File: src/rtl/tdm_demux_pkg.sv
// ---------------------------------------------------------------------------
// tdm_demux_pkg
//
// Shared definitions for the TDM demultiplexer slice:
//   - state_t       : framing FSM state encoding (ST_HUNT / ST_RUN)
//   - *_MIN / *_MAX : legal ranges for the CHANNELS and WIDTH parameters
//   - cnt_bits()    : width of a counter that must reach n-1 (never 0 bits)
//   - params_legal(): elaboration-time range check used by tdm_demux
//
// No ports; imported by tdm_demux and sipo_shift.
// ---------------------------------------------------------------------------
package tdm_demux_pkg;

  typedef enum logic {
    ST_HUNT = 1'b0,
    ST_RUN  = 1'b1
  } state_t;

  localparam int CHANNELS_MIN = 2;
  localparam int CHANNELS_MAX = 16;
  localparam int WIDTH_MIN    = 2;
  localparam int WIDTH_MAX    = 16;

  // A counter covering 0..n-1 needs clog2(n) bits, but a degenerate n=1
  // would yield zero bits, so clamp to one.
  function automatic int cnt_bits(input int n);
    return (n > 1) ? $clog2(n) : 1;
  endfunction

  function automatic bit params_legal(input int channels, input int width);
    return (channels >= CHANNELS_MIN) && (channels <= CHANNELS_MAX) &&
           (width    >= WIDTH_MIN)    && (width    <= WIDTH_MAX);
  endfunction

endpackage

File: src/rtl/tdm_demux_sipo_shift.sv
// ---------------------------------------------------------------------------
// sipo_shift
//
// Serial-in / parallel-out shift register, MSB first: each enabled cycle the
// register moves up one place and takes d at its LSB.
//
// Ports:
//   clk    in   rising-edge clock
//   rst_n  in   asynchronous active-low reset, clears q
//   en     in   shift enable; q holds when low
//   clr    in   with en: discard the old contents and load d as the only bit
//   d      in   serial data bit
//   q      out  WIDTH-bit parallel contents
// ---------------------------------------------------------------------------
import tdm_demux_pkg::*;

module sipo_shift #(
  parameter int WIDTH = 8
) (
  input  logic             clk,
  input  logic             rst_n,
  input  logic             en,
  input  logic             clr,
  input  logic             d,
  output logic [WIDTH-1:0] q
);

  logic [WIDTH-1:0] shifted;
  logic [WIDTH-1:0] fresh;

  // A one-bit register has nothing to shift, so the slice expressions only
  // exist when there is more than one bit.
  generate
    if (WIDTH == 1) begin : g_single
      assign shifted = d;
      assign fresh   = d;
    end else begin : g_multi
      assign shifted = {q[WIDTH-2:0], d};
      assign fresh   = {{(WIDTH-1){1'b0}}, d};
    end
  endgenerate

  always_ff @(posedge clk or negedge rst_n) begin
    if (!rst_n) begin
      q <= '0;
    end else if (en) begin
      q <= clr ? fresh : shifted;
    end
  end

endmodule

File: src/rtl/tdm_demux.sv
// ---------------------------------------------------------------------------
// tdm_demux
//
// Time-division demultiplexer. A serial stream carries frames of CHANNELS
// slots, WIDTH bits each, MSB first. The block locks onto din_sync, rebuilds
// each slot word and writes it to that channel's registered output.
//
// Ports:
//   clk         in   rising-edge clock
//   rst_n       in   asynchronous active-low reset
//   din         in   serial data bit
//   din_valid   in   qualifies din/din_sync; when low the block stalls
//   din_sync    in   first bit of a frame (slot 0 MSB)
//   ch_data     out  channel k word in [k*WIDTH +: WIDTH], holds last value
//   ch_valid    out  per-channel one-cycle update strobe
//   frame_done  out  one-cycle strobe alongside the last channel's strobe
//   locked      out  high while the framer is in RUN
//   sync_err    out  one-cycle strobe on a framing violation
// ---------------------------------------------------------------------------
import tdm_demux_pkg::*;

module tdm_demux #(
  parameter int CHANNELS = 4,
  parameter int WIDTH    = 8
) (
  input  logic                         clk,
  input  logic                         rst_n,
  input  logic                         din,
  input  logic                         din_valid,
  input  logic                         din_sync,
  output logic [CHANNELS*WIDTH-1:0]    ch_data,
  output logic [CHANNELS-1:0]          ch_valid,
  output logic                         frame_done,
  output logic                         locked,
  output logic                         sync_err
);

  localparam int BW = cnt_bits(WIDTH);
  localparam int CW = cnt_bits(CHANNELS);

  localparam logic [BW-1:0] BIT_ONE  = BW'(1);
  localparam logic [BW-1:0] BIT_LAST = BW'(WIDTH - 1);
  localparam logic [CW-1:0] CH_LAST  = CW'(CHANNELS - 1);

  generate
    if (!params_legal(CHANNELS, WIDTH)) begin : g_bad_params
      $error("tdm_demux: CHANNELS and WIDTH must each lie in 2..16");
    end
  endgenerate

  state_t                      state_q;
  state_t                      state_d;
  logic [BW-1:0]               bit_cnt_q;
  logic [BW-1:0]               bit_cnt_d;
  logic [CW-1:0]               ch_cnt_q;
  logic [CW-1:0]               ch_cnt_d;
  logic [CHANNELS*WIDTH-1:0]   ch_data_d;
  logic [CHANNELS-1:0]         ch_valid_d;
  logic                        frame_done_d;
  logic                        sync_err_d;

  logic                        shift_en;
  logic                        shift_clr;
  logic [WIDTH-2:0]            shift_q;
  logic [WIDTH-1:0]            word;
  logic                        frame_start;

  // The shift register only needs to remember the WIDTH-1 bits that precede
  // the final one; the final bit is taken straight from din so the finished
  // word can be written on the same edge that accepts it.
  sipo_shift #(
    .WIDTH (WIDTH - 1)
  ) u_sipo (
    .clk   (clk),
    .rst_n (rst_n),
    .en    (shift_en),
    .clr   (shift_clr),
    .d     (din),
    .q     (shift_q)
  );

  assign word        = {shift_q, din};
  assign frame_start = (bit_cnt_q == '0) && (ch_cnt_q == '0);
  assign locked      = (state_q == ST_RUN);

  // Next-state, counter and output-register logic. A sync bit always starts
  // a fresh frame as slot 0 bit 1; in RUN it is only legal on the frame
  // boundary. A boundary bit without sync means lock was lost: the bit is
  // dropped and the framer goes back to hunting.
  always_comb begin
    state_d      = state_q;
    bit_cnt_d    = bit_cnt_q;
    ch_cnt_d     = ch_cnt_q;
    ch_data_d    = ch_data;
    ch_valid_d   = '0;
    frame_done_d = 1'b0;
    sync_err_d   = 1'b0;
    shift_en     = 1'b0;
    shift_clr    = 1'b0;

    if (din_valid) begin
      unique case (state_q)
        ST_HUNT: begin
          if (din_sync) begin
            state_d   = ST_RUN;
            shift_en  = 1'b1;
            shift_clr = 1'b1;
            bit_cnt_d = BIT_ONE;
            ch_cnt_d  = '0;
          end
        end

        ST_RUN: begin
          if (din_sync) begin
            sync_err_d = !frame_start;
            shift_en   = 1'b1;
            shift_clr  = 1'b1;
            bit_cnt_d  = BIT_ONE;
            ch_cnt_d   = '0;
          end else if (frame_start) begin
            sync_err_d = 1'b1;
            state_d    = ST_HUNT;
          end else begin
            shift_en = 1'b1;
            if (bit_cnt_q == BIT_LAST) begin
              for (int k = 0; k < CHANNELS; k++) begin
                if (ch_cnt_q == CW'(k)) begin
                  ch_data_d[k*WIDTH +: WIDTH] = word;
                  ch_valid_d[k]               = 1'b1;
                end
              end
              bit_cnt_d = '0;
              if (ch_cnt_q == CH_LAST) begin
                ch_cnt_d     = '0;
                frame_done_d = 1'b1;
              end else begin
                ch_cnt_d = ch_cnt_q + 1'b1;
              end
            end else begin
              bit_cnt_d = bit_cnt_q + 1'b1;
            end
          end
        end

        default: begin
          state_d   = ST_HUNT;
          bit_cnt_d = '0;
          ch_cnt_d  = '0;
        end
      endcase
    end
  end

  // State, counters and all outputs are registered; strobes fall back to 0
  // on any cycle that does not produce an event, including stalled cycles.
  always_ff @(posedge clk or negedge rst_n) begin
    if (!rst_n) begin
      state_q    <= ST_HUNT;
      bit_cnt_q  <= '0;
      ch_cnt_q   <= '0;
      ch_data    <= '0;
      ch_valid   <= '0;
      frame_done <= 1'b0;
      sync_err   <= 1'b0;
    end else begin
      state_q    <= state_d;
      bit_cnt_q  <= bit_cnt_d;
      ch_cnt_q   <= ch_cnt_d;
      ch_data    <= ch_data_d;
      ch_valid   <= ch_valid_d;
      frame_done <= frame_done_d;
      sync_err   <= sync_err_d;
    end
  end

endmodule
File: config.mk
export PLATFORM = sky130hd
export DESIGN_NAME = tdm_demux
export DESIGN_NICKNAME = d
export VERILOG_FILES = /design/src/rtl/tdm_demux_pkg.sv /design/src/rtl/tdm_demux_sipo_shift.sv /design/src/rtl/tdm_demux.sv
export SDC_FILE = /design/constraint.sdc
export NUM_CORES = 1
export LEC_CHECK = 0
export ABC_CLOCK_PERIOD_IN_PS = 2750
export CAP_MARGIN = 25
export CORE_ASPECT_RATIO = 1.4
export CORE_MARGIN = 4
export CORE_UTILIZATION = 45
export CTS_BUF_LIST = sky130_fd_sc_hd__clkbuf_8
export CTS_CLUSTER_DIAMETER = 60
export DETAILED_ROUTE_END_ITERATION = 8
export GPL_ROUTABILITY_DRIVEN = 0
export GPL_TIMING_DRIVEN = 0
export PLACE_DENSITY_LB_ADDON = 0.08
export SLEW_MARGIN = 10
export SYNTH_ARGS = -nofsm -noshare
export SYNTH_HDL_FRONTEND = slang
export SYNTH_SLANG_ARGS = --single-unit
export TNS_END_PERCENT = 20
File: constraint.sdc
create_clock -name clk -period 2.75 [get_ports clk]
set_input_delay 0.275 -clock clk [delete_from_list [all_inputs] [get_ports clk]]
set_output_delay 0.275 -clock clk [all_outputs]
set_load 0.02 [all_outputs]
After elaboration in Yosys (flattened, before gate mapping)
Index checks and enable logic that the tools add are counted.
{ "totals": {"ramBits": 0, "memories": 0, "word_cells": 69, "romBits": 0, "out_inout_bits": 39, "regBits": 51, "inputBits": 5, "latchBits": 0} }
{ "classes": {"n_eq_ne": 7, "n_lt_le_gt_ge": 0, "n_reduce_logical": 10, "mux": 36, "n_shift": 0, "n_addsub": 2, "n_mul": 0, "bitwise_logic": 3, "div": 0} }
{ "ops": {"columns": ["op", "count"], "rows": [
  ["$reduce_and 6->1", 4],
  ["$mux 4", 5],
  ["$mux 1", 18],
  ["$mux 3", 4],
  ["$mux 2", 5],
  ["$mux 7", 1],
  ["$pmux 3 s2", 1],
  ["$eq 2x2->1 const B", 2],
  ["$pmux 2 s2", 1],
  ["$reduce_and 4->1", 1],
  ["$add 3x1->3 const B", 1],
  ["$eq 3x3->1 const B", 1],
  ["$logic_not 3->1", 1],
  ["$ne 3x2->1 const B", 1],
  ["$ne 3x3->1 const B", 1],
  ["$not 1->1", 3],
  ["$reduce_and 3->1", 1],
  ["$add 2x1->2 const B", 1],
  ["$eq 2x1->1 const B", 1],
  ["$logic_not 2->1", 1],
  ["$ne 2x2->1 const B", 1],
  ["$pmux 1 s2", 1],
  ["$logic_and 1x1->1", 1],
  ["$logic_not 1->1", 1]
]} }

Logic depth before layout (Yosys ltp)
{ "depth": {"word_depth": 7, "depth_mapped": 8, "depth_no_buf": 8} }

Modules after synthesis
Synthesis repeated with hierarchy kept, for this count alone.
{ "hier_totals": {"cells_unflattened": 163, "area_unflattened_um2": 2219.6} }
{ "by_module_without_submodules": {"columns": ["mod", "area_each_um2", "cells_per_inst", "n_inst", "seq_area_each_um2"], "rows": [
  ["tdm_demux", 1924.3, 136, 1, 1076.0],
  ["sipo_shift", 295.3, 27, 1, 175.2]
]} }

Worst setup path before layout
Ideal clock, no wire load.
{ "synth_timing": {"kind": "register to register", "startpoint": "register ch_cnt_q[0]", "endpoint": "register u_sipo.q[0]", "setup_ns": 0.125, "synth_period_minus_slack_ns": 2.040, "required_ns": 2.625, "stages_incl_launch_ff": 9, "t_arrival_ns": 1.915, "n_path_buf": 0, "slack_ns": 0.710, "cell_sequence": "dfrtp_1 inv_1 ha_1 nand3b_1 inv_1 ha_1 nand2b_1 a21oi_4 mux2_2"} }
{ "synth_via": {"elab_chain_len": 6} }
{ "synth_lines": {"columns": ["item", "line_no", "source"], "rows": [
  ["start, declared", "tdm_demux.sv:55", "logic [CW-1:0] ch_cnt_q;"],
  ["start signal, assigned", "tdm_demux.sv:168", "ch_cnt_q <= ch_cnt_d;"],
  ["$logic_not 2->1", "tdm_demux.sv:83", "assign frame_start = (bit_cnt_q == '0) && (ch_cnt_q == '0);"],
  ["$logic_and 1x1->1", "tdm_demux.sv:83", null],
  ["$mux 1", "tdm_demux.sv:120", "end else if (frame_start) begin"],
  ["$mux 1", "tdm_demux.sv:114", "if (din_sync) begin"],
  ["$pmux 1 s2", "tdm_demux.sv:102", "unique case (state_q)"],
  ["$mux 1", "tdm_demux.sv:101", "if (din_valid) begin"],
  ["end signal, assigned", "tdm_demux_sipo_shift.sv:47", "q <= clr ? fresh : shifted;"],
  ["end, declared", "tdm_demux_sipo_shift.sv:25", "output logic [WIDTH-1:0] q"]
]} }
Every way passes these cells.
A chain may end at the register's enable or synchronous reset.

Worst setup path after layout
{ "layout_timing": {"startpoint": "input din_sync", "endpoint": "register u_sipo.q[4]"} }
{ "layout_via": {"elab_chain_len": 3, "word_cells_on_any_way": 6, "cone_classes": "6 x mux"} }
{ "layout_lines": {"columns": ["item", "line_no", "source"], "rows": [
  ["start, declared", "tdm_demux.sv:30", "input logic din_sync,"],
  ["$mux 1, on equally long branches", "tdm_demux.sv:114, tdm_demux.sv:104", null],
  ["$pmux 1 s2 / $mux 1 (equally long branches)", "tdm_demux.sv:102, tdm_demux.sv:101", null],
  ["$mux 1 / $mux 7 (equally long branches)", "tdm_demux.sv:101, tdm_demux_sipo_shift.sv:47", null]
]} }
Several ways; a longest one is shown, not always the timed one.

==> flow_results.xml <==
<?xml version="1.0" encoding="UTF-8"?>
<metrics>
  <group name="outcome">
    <metric name="run_status" unit="">finished, final reports clean</metric>
  </group>
  <group name="setup_path">
    <metric name="worst_path_required" unit="ns">2.93</metric>
    <metric name="regToRegStartpoint" unit="">ch_cnt_q[0]</metric>
    <metric name="r2r_end" unit="">u_sipo.q[4]</metric>
    <metric name="critPathLaunchType" unit="">input pin</metric>
    <metric name="regToRegSetupSlack" unit="ns">0.37</metric>
    <metric name="timing_startpoint_of_the_critical_path" unit="">din_sync</metric>
    <metric name="worstPathArrival" unit="ns">2.56</metric>
    <metric name="worstRegToRegCells" unit="">8</metric>
    <metric name="cp_max_fo" unit="">10</metric>
    <metric name="timing.setup.critical_path_class" unit="">in -&gt; reg</metric>
    <metric name="end_kind" unit="">flip-flop</metric>
  </group>
  <group name="cts">
    <metric name="clock_tree.buffer_depth" unit="">2</metric>
    <metric name="cts_tree" unit="">built</metric>
    <metric name="cts.root.buffer_cell" unit="">sky130_fd_sc_hd__clkbuf_8</metric>
    <metric name="cts.repair.resized" unit="">0</metric>
    <metric name="cts.reportedPaths.clkPinSlew" unit="ns">0.09</metric>
    <metric name="numCtsBuffers" unit="">5</metric>
    <metric name="tritoncts_num_sinks" unit="">50</metric>
    <metric name="h_tree_levels" unit="">2</metric>
    <metric name="worst_skew_pair.late_latency" unit="ns">0.29</metric>
  </group>
  <group name="place">
    <metric name="dpl_worst_slack" unit="ns">0.0878</metric>
    <metric name="place.detailed.hpwl" unit="microns">3120</metric>
    <metric name="dp_cells" unit="">256</metric>
    <metric name="io_buffers" unit="">43</metric>
    <metric name="cell_area_after_placement" unit="sq mm">0.00270</metric>
  </group>
  <group name="floorplan">
    <metric name="die_y" unit="microns">90.2</metric>
    <metric name="dieWidth" unit="microns">66.7</metric>
    <metric name="initial_utilization" unit="">0.472</metric>
    <metric name="rows" unit="">29</metric>
    <metric name="boundaryPins" unit="">44</metric>
    <metric name="fp.coreArea" unit="sq mm">0.00461</metric>
    <metric name="die_area" unit="sq mm">0.00602</metric>
  </group>
  <group name="global_routing">
    <metric name="pin_count_of_the_biggest_net_entering_global_routing" unit="">39</metric>
    <metric name="globalRouteOverflowTotal" unit="">0</metric>
    <metric name="globalRouteTotalUtil" unit="">0.162</metric>
    <metric name="wire_length_of_the_first_global_routing_pass" unit="microns">7490</metric>
    <metric name="antenna_found_initial" unit="">0</metric>
    <metric name="first_global_vias" unit="">1475</metric>
  </group>
  <group name="timing">
    <metric name="min_period_over_period" unit="">0.867</metric>
    <metric name="final_max_slew_viol_count" unit="">0</metric>
    <metric name="timing.final.ws_setup" unit="ns">0.367</metric>
    <metric name="worst_pin_slew" unit="ns">0.442</metric>
    <metric name="final_period_demand_of_the_worst_path" unit="ns">2.38</metric>
    <metric name="achievable-frequency" unit="MHz">420</metric>
    <metric name="final-setup-viol-count" unit="">0</metric>
    <metric name="rsz0062_at_grt" unit="">false</metric>
    <metric name="report.final.hold_viol_count" unit="">0</metric>
    <metric name="slew_headroom" unit="">0.705</metric>
    <metric name="final_skew" unit="ns">0.00875</metric>
    <metric name="setup_total_negative_slack" unit="ns">0</metric>
  </group>
  <group name="logic_synthesis">
    <metric name="post_synth_edffs" unit="">0</metric>
    <metric name="synthArstFlopShare" unit="">1.00</metric>
    <metric name="synth_flop_cell" unit="">sky130_fd_sc_hd__dfrtp_1</metric>
    <metric name="yosysSeqAreaShare" unit="">0.576</metric>
    <metric name="synth.ff_latch_count" unit="">50</metric>
    <metric name="post_synthesis_cells" unit="">150</metric>
    <metric name="avgSynthCellArea" unit="sq um">14.5</metric>
    <metric name="yosysWarnings" unit="">0</metric>
    <metric name="synthesis.area" unit="sq mm">0.00217</metric>
    <metric name="synth_nets" unit="">164</metric>
    <metric name="synth.distinct_cells" unit="">33</metric>
  </group>
  <group name="route">
    <metric name="antenna_left" unit="">0</metric>
    <metric name="detailroute.via_count" unit="">1365</metric>
    <metric name="wl_per_cell" unit="microns">16.7</metric>
    <metric name="drt_drc_violations_left" unit="">0</metric>
    <metric name="postRouteWirelength" unit="microns">4430</metric>
    <metric name="routed_vias_inst" unit="">5.15</metric>
    <metric name="initialDrtViolationCount" unit="">147</metric>
    <metric name="drtPass1Iterations" unit="">4</metric>
  </group>
  <group name="finish">
    <metric name="fin_cells" unit="">265</metric>
    <metric name="antennaDiodeCount" unit="">0</metric>
    <metric name="summed_area_of_non_filler_cells_in_the_final_layout" unit="sq mm">0.00280</metric>
    <metric name="final_layout_size_suffix_gt1_frac" unit="">0.271</metric>
    <metric name="nNetsFinal" unit="">216</metric>
    <metric name="area.growth.synth_to_final" unit="%">28.7</metric>
  </group>
  <group name="pwr">
    <metric name="power_density" unit="mW/mm^2">584</metric>
    <metric name="vdd.ir_drop.worst" unit="mV">0.348</metric>
    <metric name="pwr_total" unit="uW">1630</metric>
    <metric name="leakage_power_figure" unit="uW">0.00141</metric>
  </group>
  <group name="job">
    <metric name="maxCapViolations" unit="">0</metric>
  </group>
  <group name="min_path">
    <metric name="hold_path_class" unit="">in -&gt; async</metric>
  </group>
</metrics>
[kinds of logic after synthesis]
logic type,count (synthesis),synth area share
flops,50,0.576
fa+ha+maj,9,0.0518
simple gates,29,0.0910
compound gates,11,0.0461
buf+inv,12,0.0265
mux,39,0.209
[final cells by class]
| cell class | instances | area, sq um |
|---|---|---|
| Buffer | 4 | 27.5 |
| Clock buffer | 6 | 82.6 |
| Clock inverter | 2 | 8.76 |
| Fill cell | 382 | 1810 |
| Inverter | 8 | 30.0 |
| Multi-Input combinational cell | 88 | 865 |
| Sequential cell | 50 | 1250 |
| Tap cell | 62 | 77.6 |
| Timing Repair Buffer | 45 | 455 |
[report_power, final]
group	total, uW	internal [uW]	switching [uW]
Combinational	330	156	173
Clock	427	200	228
Sequential	877	802	75.4
Total	1630	1160	476
[per-layer routing]
| layer | global-route usage | share of wire | vias up |
|---|---|---|---|
| li1 | - | - | 632 |
| met1 | 0.208 | 0.42 | 694 |
| met2 | 0.267 | 0.53 | 33 |
| met3 | 0.0399 | 0.039 | 6 |
| met4 | 0.0475 | 0.016 | 0 |
| met5 | 0 | 0 | - |
[what timing repair did]
action	4_1_cts	5_1_grt
hold endpoints to repair	12	0
hold buffers	1	0
buffers inserted	0	0
endpoints found under the setup margin	0	0
[placed cells by master, fill, tap and decap left out, drive strengths merged, types with 2 or more instances in the layout]
| cell | instances |
|---|---|
| o2bb2ai | 2 |
| clkbuf | 7 |
| nor2 | 2 |
| dfrtp | 50 |
| and2 | 4 |
| clkdlybuf4s50 | 42 |
| inv | 9 |
| mux2 | 39 |
| nor2b | 7 |
| nand3 | 2 |
| nand2 | 5 |
| buf | 5 |
| nand2b | 3 |
| ha | 9 |
[worst max-delay path, cell delays in order]
cell                              delay [ns]
sky130_fd_sc_hd__clkdlybuf4s50_1        0.64
sky130_fd_sc_hd__clkbuf_1               0.40
sky130_fd_sc_hd__inv_1                  0.18
sky130_fd_sc_hd__ha_1                   0.23
sky130_fd_sc_hd__nand2b_1               0.17
sky130_fd_sc_hd__a21oi_4                0.29
sky130_fd_sc_hd__mux2_2                 0.37
[how the worst max path moves through the flow]
stage	end	slack (ns)	depth (start not counted)
after CTS	u_sipo.q[3]	0.39	8
after detailed placement	u_sipo.q[3]	0.09	7
after global placement	ch_data[24]	0.13	1
after floorplan	u_sipo.q[0]	0.71	8
final	u_sipo.q[4]	0.37	7
after global routing	u_sipo.q[0]	0.23	8
[sequential cells by signal, summed over array words and instances, names as in the netlist]
register,cells
sync_err,1
u_sipo.q,7
bit_cnt_q,3
ch_valid,4
ch_data,32
locked,1
ch_cnt_q,2
[synthesized netlist by cell type, types with 2 or more instances]
master | count | area (sq um)
sky130_fd_sc_hd__nand2_4 | 4 | 45.0
sky130_fd_sc_hd__ha_1 | 9 | 113
sky130_fd_sc_hd__nor2_1 | 2 | 7.51
sky130_fd_sc_hd__and2_1 | 4 | 25.0
sky130_fd_sc_hd__mux2_2 | 33 | 372
sky130_fd_sc_hd__nand3_1 | 2 | 10.0
sky130_fd_sc_hd__mux2_1 | 2 | 22.5
sky130_fd_sc_hd__nor2b_1 | 7 | 43.8
sky130_fd_sc_hd__o2bb2ai_1 | 2 | 17.5
sky130_fd_sc_hd__nand2b_1 | 3 | 18.8
sky130_fd_sc_hd__mux2_4 | 4 | 60.1
sky130_fd_sc_hd__inv_1 | 8 | 30.0
sky130_fd_sc_hd__dfrtp_1 | 50 | 1250
[metrics by stage]
stage,hold WS [ns],util
floorplan,-0.0206,-
global placement,0.481,0.582
detailed placement,0.187,0.585
CTS,0.397,0.607
global route,0.414,0.607
finish,0.393,0.607
(Power assumes the default switching activity.)
